===== src/rtl/jump_redirect_if.sv =====
// ID-stage jump handshake bundle: hazard verdict and jump operands in, PC / IF-ID control out.
// master = ID / hazard-detector side, slave = jump_redirect.
interface jump_redirect_if;
    logic        ID_valid;
    logic        ID_is_j;
    logic        ID_is_jr;
    logic [25:0] ID_target;
    logic [31:0] ID_PC4;
    logic [31:0] RegJumpData;
    logic [1:0]  ForwardJ;
    logic        stallJ;
    logic [31:0] EXMEM_ALUResult;
    logic [31:0] MEMWB_WriteData;
    logic        ext_stall;
    logic        PC_redirect;
    logic [31:0] PC_target;
    logic        PC_hold;
    logic        IFID_hold;
    logic        IFID_flush;
    logic        jr_err;
    logic [15:0] jump_cnt;
    logic [15:0] jwait_cnt;

    modport master (
        output ID_valid, ID_is_j, ID_is_jr, ID_target, ID_PC4, RegJumpData, ForwardJ, stallJ,
               EXMEM_ALUResult, MEMWB_WriteData, ext_stall,
        input  PC_redirect, PC_target, PC_hold, IFID_hold, IFID_flush, jr_err, jump_cnt, jwait_cnt
    );

    modport slave (
        input  ID_valid, ID_is_j, ID_is_jr, ID_target, ID_PC4, RegJumpData, ForwardJ, stallJ,
               EXMEM_ALUResult, MEMWB_WriteData, ext_stall,
        output PC_redirect, PC_target, PC_hold, IFID_hold, IFID_flush, jr_err, jump_cnt, jwait_cnt
    );
endinterface


===== src/rtl/jump_redirect.sv =====
// ID-stage jump redirect: freezes PC/IF-ID while a jr/jalr source is in flight, then issues a
// one-cycle registered PC redirect plus IF/ID flush. Define JUMP_PERF_EN to build jump_cnt/jwait_cnt.
//
// state | meaning
// IDLE  | no jump pending; accepts j/jal and jr/jalr from ID
// WAIT  | jr/jalr source still in flight; PC and IF/ID frozen while stallJ
// REDIR | PC_redirect and IFID_flush asserted; ID contents ignored (being flushed)
module jump_redirect #(
    parameter int WAIT_MAX = 2
) (
    input logic            clk,
    input logic            rst_n,
    jump_redirect_if.slave jif
);
    typedef enum logic [1:0] {IDLE = 2'd0, WAIT = 2'd1, REDIR = 2'd2} state_t;

    state_t      state, stateNext;
    logic [2:0]  waitCnt, waitCntNext;
    logic [31:0] target, targetNext;
    logic        redirect;
    logic        jrErr, jrErrNext;
    logic        stallHold;
    logic        jumpReq, jrReq;
    logic [31:0] fwdData;
    logic [31:0] jTarget;
    logic        unusedPc4Low;

    assign jumpReq      = jif.ID_valid & (jif.ID_is_j | jif.ID_is_jr);
    assign jrReq        = jif.ID_valid & jif.ID_is_jr;
    assign jTarget      = {jif.ID_PC4[31:28], jif.ID_target, 2'b00};
    assign unusedPc4Low = ^jif.ID_PC4[27:0];

    always_comb begin
        fwdData = jif.RegJumpData;
        case (jif.ForwardJ)
            2'b01:   fwdData = jif.EXMEM_ALUResult;
            2'b10:   fwdData = jif.MEMWB_WriteData;
            default: fwdData = jif.RegJumpData;
        endcase
    end

    always_comb begin
        stateNext   = state;
        waitCntNext = waitCnt;
        targetNext  = target;
        jrErrNext   = jrErr;
        stallHold   = 1'b0;
        case (state)
            IDLE: begin
                if (!jif.ext_stall && jumpReq) begin
                    if (jrReq) begin
                        if (jif.stallJ) begin
                            // Freeze already in the request cycle so the jr stays in IF/ID.
                            stallHold   = rst_n;
                            waitCntNext = 3'd1;
                            stateNext   = WAIT;
                        end else begin
                            targetNext = fwdData;
                            stateNext  = REDIR;
                        end
                    end else begin
                        targetNext = jTarget;
                        stateNext  = REDIR;
                    end
                end
            end
            WAIT: begin
                stallHold = jif.stallJ;
                if (!jif.ext_stall) begin
                    if (!jif.stallJ) begin
                        targetNext = fwdData;
                        stateNext  = REDIR;
                    end else begin
                        if (waitCnt != 3'd7) waitCntNext = waitCnt + 3'd1;
                        if (int'({29'd0, waitCntNext}) > WAIT_MAX) jrErrNext = 1'b1;
                    end
                end
            end
            REDIR: begin
                if (!jif.ext_stall) stateNext = IDLE;
            end
            default: stateNext = IDLE;
        endcase
    end

    always_ff @(posedge clk or negedge rst_n) begin
        if (!rst_n) begin
            state    <= IDLE;
            waitCnt  <= 3'd0;
            target   <= 32'd0;
            redirect <= 1'b0;
            jrErr    <= 1'b0;
        end else begin
            state    <= stateNext;
            waitCnt  <= waitCntNext;
            target   <= targetNext;
            redirect <= (stateNext == REDIR);
            jrErr    <= jrErrNext;
        end
    end

    assign jif.PC_redirect = redirect;
    assign jif.IFID_flush  = redirect;
    assign jif.PC_target   = target;
    assign jif.PC_hold     = stallHold;
    assign jif.IFID_hold   = stallHold;
    assign jif.jr_err      = jrErr;

`ifdef JUMP_PERF_EN
    logic [15:0] jumpCnt, jwaitCnt;

    // Stall cycles include the request cycle that enters WAIT.
    always_ff @(posedge clk or negedge rst_n) begin
        if (!rst_n) begin
            jumpCnt  <= 16'd0;
            jwaitCnt <= 16'd0;
        end else begin
            if ((stateNext == REDIR) && (state != REDIR)) jumpCnt <= jumpCnt + 16'd1;
            if (stallHold) jwaitCnt <= jwaitCnt + 16'd1;
        end
    end

    assign jif.jump_cnt  = jumpCnt;
    assign jif.jwait_cnt = jwaitCnt;
`else
    assign jif.jump_cnt  = 16'd0;
    assign jif.jwait_cnt = 16'd0;
`endif

endmodule

===== src/flat_wrapper.sv =====
// flat-port wrapper written by rule: the top's interface ports become plain ports
module jump_redirect_flat 
#(
    parameter int WAIT_MAX = 2
)
  (clk, rst_n, jif_ID_valid, jif_ID_is_j, jif_ID_is_jr, jif_ID_target, jif_ID_PC4, jif_RegJumpData, jif_ForwardJ, jif_stallJ, jif_EXMEM_ALUResult, jif_MEMWB_WriteData, jif_ext_stall, jif_PC_redirect, jif_PC_target, jif_PC_hold, jif_IFID_hold, jif_IFID_flush, jif_jr_err, jif_jump_cnt, jif_jwait_cnt);
  jump_redirect_if jif_i ();
  input logic clk;
  input logic rst_n;
  input wire logic [$bits(jif_i.ID_valid)-1:0] jif_ID_valid;
  input wire logic [$bits(jif_i.ID_is_j)-1:0] jif_ID_is_j;
  input wire logic [$bits(jif_i.ID_is_jr)-1:0] jif_ID_is_jr;
  input wire logic [$bits(jif_i.ID_target)-1:0] jif_ID_target;
  input wire logic [$bits(jif_i.ID_PC4)-1:0] jif_ID_PC4;
  input wire logic [$bits(jif_i.RegJumpData)-1:0] jif_RegJumpData;
  input wire logic [$bits(jif_i.ForwardJ)-1:0] jif_ForwardJ;
  input wire logic [$bits(jif_i.stallJ)-1:0] jif_stallJ;
  input wire logic [$bits(jif_i.EXMEM_ALUResult)-1:0] jif_EXMEM_ALUResult;
  input wire logic [$bits(jif_i.MEMWB_WriteData)-1:0] jif_MEMWB_WriteData;
  input wire logic [$bits(jif_i.ext_stall)-1:0] jif_ext_stall;
  output wire logic [$bits(jif_i.PC_redirect)-1:0] jif_PC_redirect;
  output wire logic [$bits(jif_i.PC_target)-1:0] jif_PC_target;
  output wire logic [$bits(jif_i.PC_hold)-1:0] jif_PC_hold;
  output wire logic [$bits(jif_i.IFID_hold)-1:0] jif_IFID_hold;
  output wire logic [$bits(jif_i.IFID_flush)-1:0] jif_IFID_flush;
  output wire logic [$bits(jif_i.jr_err)-1:0] jif_jr_err;
  output wire logic [$bits(jif_i.jump_cnt)-1:0] jif_jump_cnt;
  output wire logic [$bits(jif_i.jwait_cnt)-1:0] jif_jwait_cnt;
  assign jif_i.ID_valid = jif_ID_valid;
  assign jif_i.ID_is_j = jif_ID_is_j;
  assign jif_i.ID_is_jr = jif_ID_is_jr;
  assign jif_i.ID_target = jif_ID_target;
  assign jif_i.ID_PC4 = jif_ID_PC4;
  assign jif_i.RegJumpData = jif_RegJumpData;
  assign jif_i.ForwardJ = jif_ForwardJ;
  assign jif_i.stallJ = jif_stallJ;
  assign jif_i.EXMEM_ALUResult = jif_EXMEM_ALUResult;
  assign jif_i.MEMWB_WriteData = jif_MEMWB_WriteData;
  assign jif_i.ext_stall = jif_ext_stall;
  assign jif_PC_redirect = jif_i.PC_redirect;
  assign jif_PC_target = jif_i.PC_target;
  assign jif_PC_hold = jif_i.PC_hold;
  assign jif_IFID_hold = jif_i.IFID_hold;
  assign jif_IFID_flush = jif_i.IFID_flush;
  assign jif_jr_err = jif_i.jr_err;
  assign jif_jump_cnt = jif_i.jump_cnt;
  assign jif_jwait_cnt = jif_i.jwait_cnt;
  jump_redirect #(.WAIT_MAX(WAIT_MAX)) u_core (.clk(clk), .rst_n(rst_n), .jif(jif_i));
endmodule

===== config.mk =====
export PLATFORM = sky130hd
export DESIGN_NAME = jump_redirect_flat
export DESIGN_NICKNAME = d
export VERILOG_FILES = /design/src/rtl/jump_redirect_if.sv /design/src/rtl/jump_redirect.sv /design/src/flat_wrapper.sv
export SDC_FILE = /design/constraint.sdc
export NUM_CORES = 1
export LEC_CHECK = 0
export BUFFER_PORTS_ARGS = -buffer_cell sky130_fd_sc_hd__buf_2
export CAP_MARGIN = 5
export CORE_AREA = 2 2 90 92
export CTS_BUF_LIST = sky130_fd_sc_hd__clkbuf_2
export DETAILED_ROUTE_END_ITERATION = 8
export DIE_AREA = 0 0 92 94
export PLACE_DENSITY = 0.77
export SYNTH_ARGS = -nofsm -noshare
export SYNTH_HDL_FRONTEND = slang
export SYNTH_SLANG_ARGS = --single-unit
export TNS_END_PERCENT = 50

===== constraint.sdc =====
create_clock -name clk -period 3.4 [get_ports clk]
set_input_delay 0.17 -clock clk [delete_from_list [all_inputs] [get_ports clk]]
set_output_delay 0.17 -clock clk [all_outputs]
set_load 0.03 [all_outputs]

Word-level counts from Yosys, hierarchy flattened
Index checks and enable logic that the tools add are counted.

storage, ports and cells
  register bits after elaboration = 39
  output and inout port bits = 69
  logic and storage cells = 56

cells by class
  $add $sub $neg = 1
  $lt $le $gt $ge = 1
  equality and inequality tests = 11
  muxes and demuxes = 27
  bitwise gates (word level) = 4
  reductions and logical operators = 7

operators by type and width
  kind                                                           count
  two-way mux 32 bit                                             4
  case mux 32 bit (2 select lines)                               2
  two-way mux 3 bit                                              9
  two-way mux 2 bit                                              6
  equality test 2 bit, second input constant                     3
  inequality test 2 bit, second input constant                   3
  case mux 2 bit (3 select lines)                                1
  case mux 3 bit (2 select lines)                                1
  AND reduction 6 bit                                            1
  equality test 2 x 1 -> 1 bit, second input constant            2
  inequality test 2 x 1 -> 1 bit, second input constant          2
  AND reduction 4 bit                                            1
  adder 3 x 1 -> 3 bit, second input constant                    1
  greater-than comparator 3 x 2 -> 1 bit, second input constant  1
  two-way mux 1 bit                                              3
  inequality test 3 bit, second input constant                   1
  AND reduction 3 bit                                            1
  AND 1 bit                                                      2
  logical NOT 2 bit                                              1
  case mux 1 bit (2 select lines)                                1
  nonzero test 2 bit                                             1
  logical AND 1 bit                                              1
  logical NOT 1 bit                                              1
  NOT 1 bit                                                      1
  bitwise OR 1 bit                                               1

Depth between registers and ports, before layout
  word-level depth = 8
  depth in mapped cells = 8
  mapped depth without buffers = 6

Least setup slack after synthesis
OpenSTA, ideal clock, no wires.

  kind = register to output
  start point = reg u_core.state[1]
  end point = out jif_PC_hold
  arrival time = 1.771 ns
  path slack = 1.459 ns
  stages on the path, launching flop included = 5
  path buffers = 1
  cell sequence = dfrtp_1 nor2_2 a31oi_1 nor3_1 buf_4

between the ends
  word-level cells in the longest chain between the ends = 2
  elaborated cells on any way between the ends = 3

RTL lines
  item                                                                      RTL line             RTL
  start, declared                                                           jump_redirect.sv:17  state_t state, stateNext;
  start signal, assigned                                                    jump_redirect.sv:94  state <= stateNext;
  equality test 2 x 1 -> 1 bit / logical NOT 2 bit (equally long branches)  jump_redirect.sv:48  case (state)
  case mux 1 bit (2 select lines) (*)                                       jump_redirect.sv:48
  end, declared                                                             flat_wrapper.sv:23   output wire logic [$bits(jif_i.PC_hold)-1:0] jif_PC_hold;

Mark *: on every way between the ends. The rest lies on a longest branch, timed or not.

Worst setup path in the final report
  start point = reg u_core.state[0]
  end point = reg u_core.target[2], in the netlist u_core.jif.PC_target[2]

between the ends
  word-level cells in the longest chain between the ends = 3
  elaborated cells on any way between the ends = 7

RTL lines
  item                                                                      RTL line             RTL
  equality test 2 x 1 -> 1 bit / logical NOT 2 bit (equally long branches)  jump_redirect.sv:48
  inequality test 2 bit (no line), or another cell as far along             -
  AND reduction 3 bit (no line)                                             -
  end signal, assigned                                                      jump_redirect.sv:96  target <= targetNext;
  end, declared                                                             jump_redirect.sv:19  logic [31:0] target, targetNext;

Several ways; a longest one is shown, not always the timed one.
A chain may end at the register's enable or synchronous reset.

==> metrics.txt <==
Seq. cell area 976 um2; pin count of the biggest net entering global routing 65; WL/cell 15.3 um; TNS Setup 0 ns; vias in the first global route 2845; number of flops mapped to enable cells by yosys 0; Seq pwr share 35.3%; number of fillers in the final layout 758; RR Startpoint u_core.state[0]$_DFF_PN0_; drt first pass iters 4; internal power 0.00112 W; Netlist cell types 31; Post-CTS Setup Bufs 0; minimum setup slack among reg-to-reg paths 1.26 ns; multi-input logic area 0.00141 mm2; Async S/R FF share, synth 100%; clk buf depth 2; final setup fails 0; CTS root buf clkbuf_2; die width 92 um; Yosys top cell by area dfrtp_1; YS warnings 0; Non-Filler Instances 564; DP HPWL 6390 um; arrival time worst endpoint 2.48 ns; CTS resizes 0; CP Data Required Time 3.74 ns; largest family of logic cells by synthesized area compound AO/OA/AOI/OAI gates; Post-Syn Area 0.00283 mm2; synth-to-layout area growth 27.2%; most frequent cells in the layout buf_2, a22o_1, dfrtp_1, inv_1, conb_1; HP Class input port to flop; Final WS setup 1.26 ns; H-tree depth 2; I/O pin count 232; run status finished clean; r2r worst-path depth 5; Setup WS pre-CTS 1.23 ns; Placement Cell Area 0.00352 mm2; Final ANT Viol Nets 0; CP Launch Type flop; Num CTS Buffers 5; dpl cells 555; Clk pwr share 14.0%; residual DRC count 0; GPL Wtd Cong 0.838; register area share after synthesis 34.5%; first-pass GRT wire length 13900 um; top cells by area, synth dfrtp_1, a22o_1, a221oi_1; Synth Area in Simple Gates 4.86%; share of cells above drive strength 1 40.9%; TritonCTS clock tree built; die footprint 0.00865 mm2; min-delay src jif_ext_stall; CP Class flop to flop; Synth Area in Adders 1.33%; grt ovf 0; most common cell after layout, fill and taps aside buf_2; hold worst-path end u_core.state[0]$_DFF_PN0_; Sw Pwr 0.000927 W; Mapped Cells 308; initial antenna violation count 0; Post-Synth XOR/XNOR Area 0%; GRT Util Overall 20.0%; Seq cells post-synth 39; nets@finish 627; fin crit period 2.14 ns; final instance area 0.00360 mm2; RSZ-0062 raised after global routing false; Yosys top cell area share 34.5%; worst rel slew slack 14.8%; Clock Skew 0.0314 ns; ant diodes 0; worst-margin pin slew 1.28 ns; Skew-Pair Late Insertion Delay 0.41 ns; FMAX 0.467 GHz; post-synthesis compound-gate area fraction 38.0%; overall routed net length 8630 um; Synth Flop Type dfrtp_1; Worst Hold Depth 3; Cell Rows 32; Vias 2965; Combinational Power Share 50.6%; Leak 1.98 nW; Sw Ratio 45.2%; mux share of post-synthesis cell area 1.06%; Fin. Hold Viols 0; post-route clock period utilization 63.0%; synthesized area per cell 9.19 um2; P per Cell Area 569 mW/mm2; number of DRC markers in iteration 0 111; Die Height 94 um; CP max FO 31; # port buffers 171; clock sink count 39; core area 0.00761 mm2; max-slew violation count 0; initial core utilization 37.2%; Max-Cap Viols 0; Layout Utilization 47.4%; DR vias/cell 5.26; Worst R2R End u_core.jif.PC_target[2]$_DFFE_PN0P_; Worst-path clk slew 0.23 ns; Max VDD drop 0.264 mV; CP endpoint kind flop
state kept, by name (all words and copies together), names as in the netlist:
signal                 cells
u_core.state               2
u_core.jif.IFID_flush      1
u_core.jif.PC_target      32
u_core.jif.jr_err          1
u_core.waitCnt             3
kinds of logic after synthesis:
kind of cell / count (synthesis)
compound gates: 140
buf+inv: 95
flops: 39
simple gates: 27
mux: 3
fa+ha+maj: 3
other cells: 1
critical path: stages (launching register included):
cell      delay (ns)
dfrtp_1         0.65
nand2b_1        0.16
and2_4          0.31
o21ai_2         0.50
buf_4           0.29
a22o_1          0.16
worst max path at each step:
| stage | from | to | slack, ns |
|---|---|---|---|
| floorplan | u_core.state[1]$_DFF_PN0_ | jif_PC_hold | 1.46 |
| global placement | jif_ForwardJ[0] | u_core.jif.PC_target[31]$_DFFE_PN0P_ | 1.30 |
| detailed placement | jif_ForwardJ[0] | u_core.jif.PC_target[11]$_DFFE_PN0P_ | 1.23 |
| CTS | u_core.state[0]$_DFF_PN0_ | u_core.jif.PC_target[27]$_DFFE_PN0P_ | 1.26 |
| global route | u_core.state[0]$_DFF_PN0_ | u_core.jif.PC_target[2]$_DFFE_PN0P_ | 1.10 |
| finish | u_core.state[0]$_DFF_PN0_ | u_core.jif.PC_target[2]$_DFFE_PN0P_ | 1.26 |
power by group through the flow:
stage | clock [W] | combinational [W] | sequential, W
finish | 0.000288 | 0.00104 | 0.000725
global route | 0.000320 | 0.00112 | 0.000745
CTS | 0.000301 | 0.00104 | 0.000723
detailed placement | 0 | 0.00104 | 0.000731
global placement | 0 | 0.00102 | 0.000730
floorplan | 0 | 0.000476 | 0.00102
layer usage:
metal  share of wire, %  vias to the layer above  GRT usage, %
li1                   -                     1405             -
met1                 43                     1402          25.2
met2                 49                      148          35.8
met3                6.9                       10          3.37
met4                1.2                        0          4.98
met5                  0                        -             0
through the flow:
step,power [W],hold slack (ns)
after floorplan,0.00149,-0.126
after global placement,0.00175,0.254
after detailed placement,0.00177,0.270
after CTS,0.00207,0.0183
after global routing,0.00218,0.0302
final,0.00205,0.0434
timing repair:
| action | in CTS | in global routing |
|---|---|---|
| hold buffers | 1 | 0 |
| endpoints found under the setup margin | 0 | 0 |
| endpoints found under the hold margin | 39 | 0 |
cell usage after synthesis, types with 4 or more instances:
master	instances
buf_6	9
nand2_1	7
a221oi_1	30
nor2_1	6
buf_2	13
o21ai_0	6
a22o_1	61
inv_1	34
buf_4	35
clkbuf_1	4
a21oi_1	32
dfrtp_1	39
layout make-up:
| class | instances | share of cell area, % |
|---|---|---|
| repair buffers | 176 | 24.9 |
| clock inverters | 3 | 1.22 |
| flip-flops and latches | 39 | 27.1 |
| inverters | 34 | 3.54 |
| clock buffers | 5 | 0.695 |
| multi-input cells | 205 | 39.0 |
| well taps | 102 | 3.54 |
(Power assumes the default switching activity.)
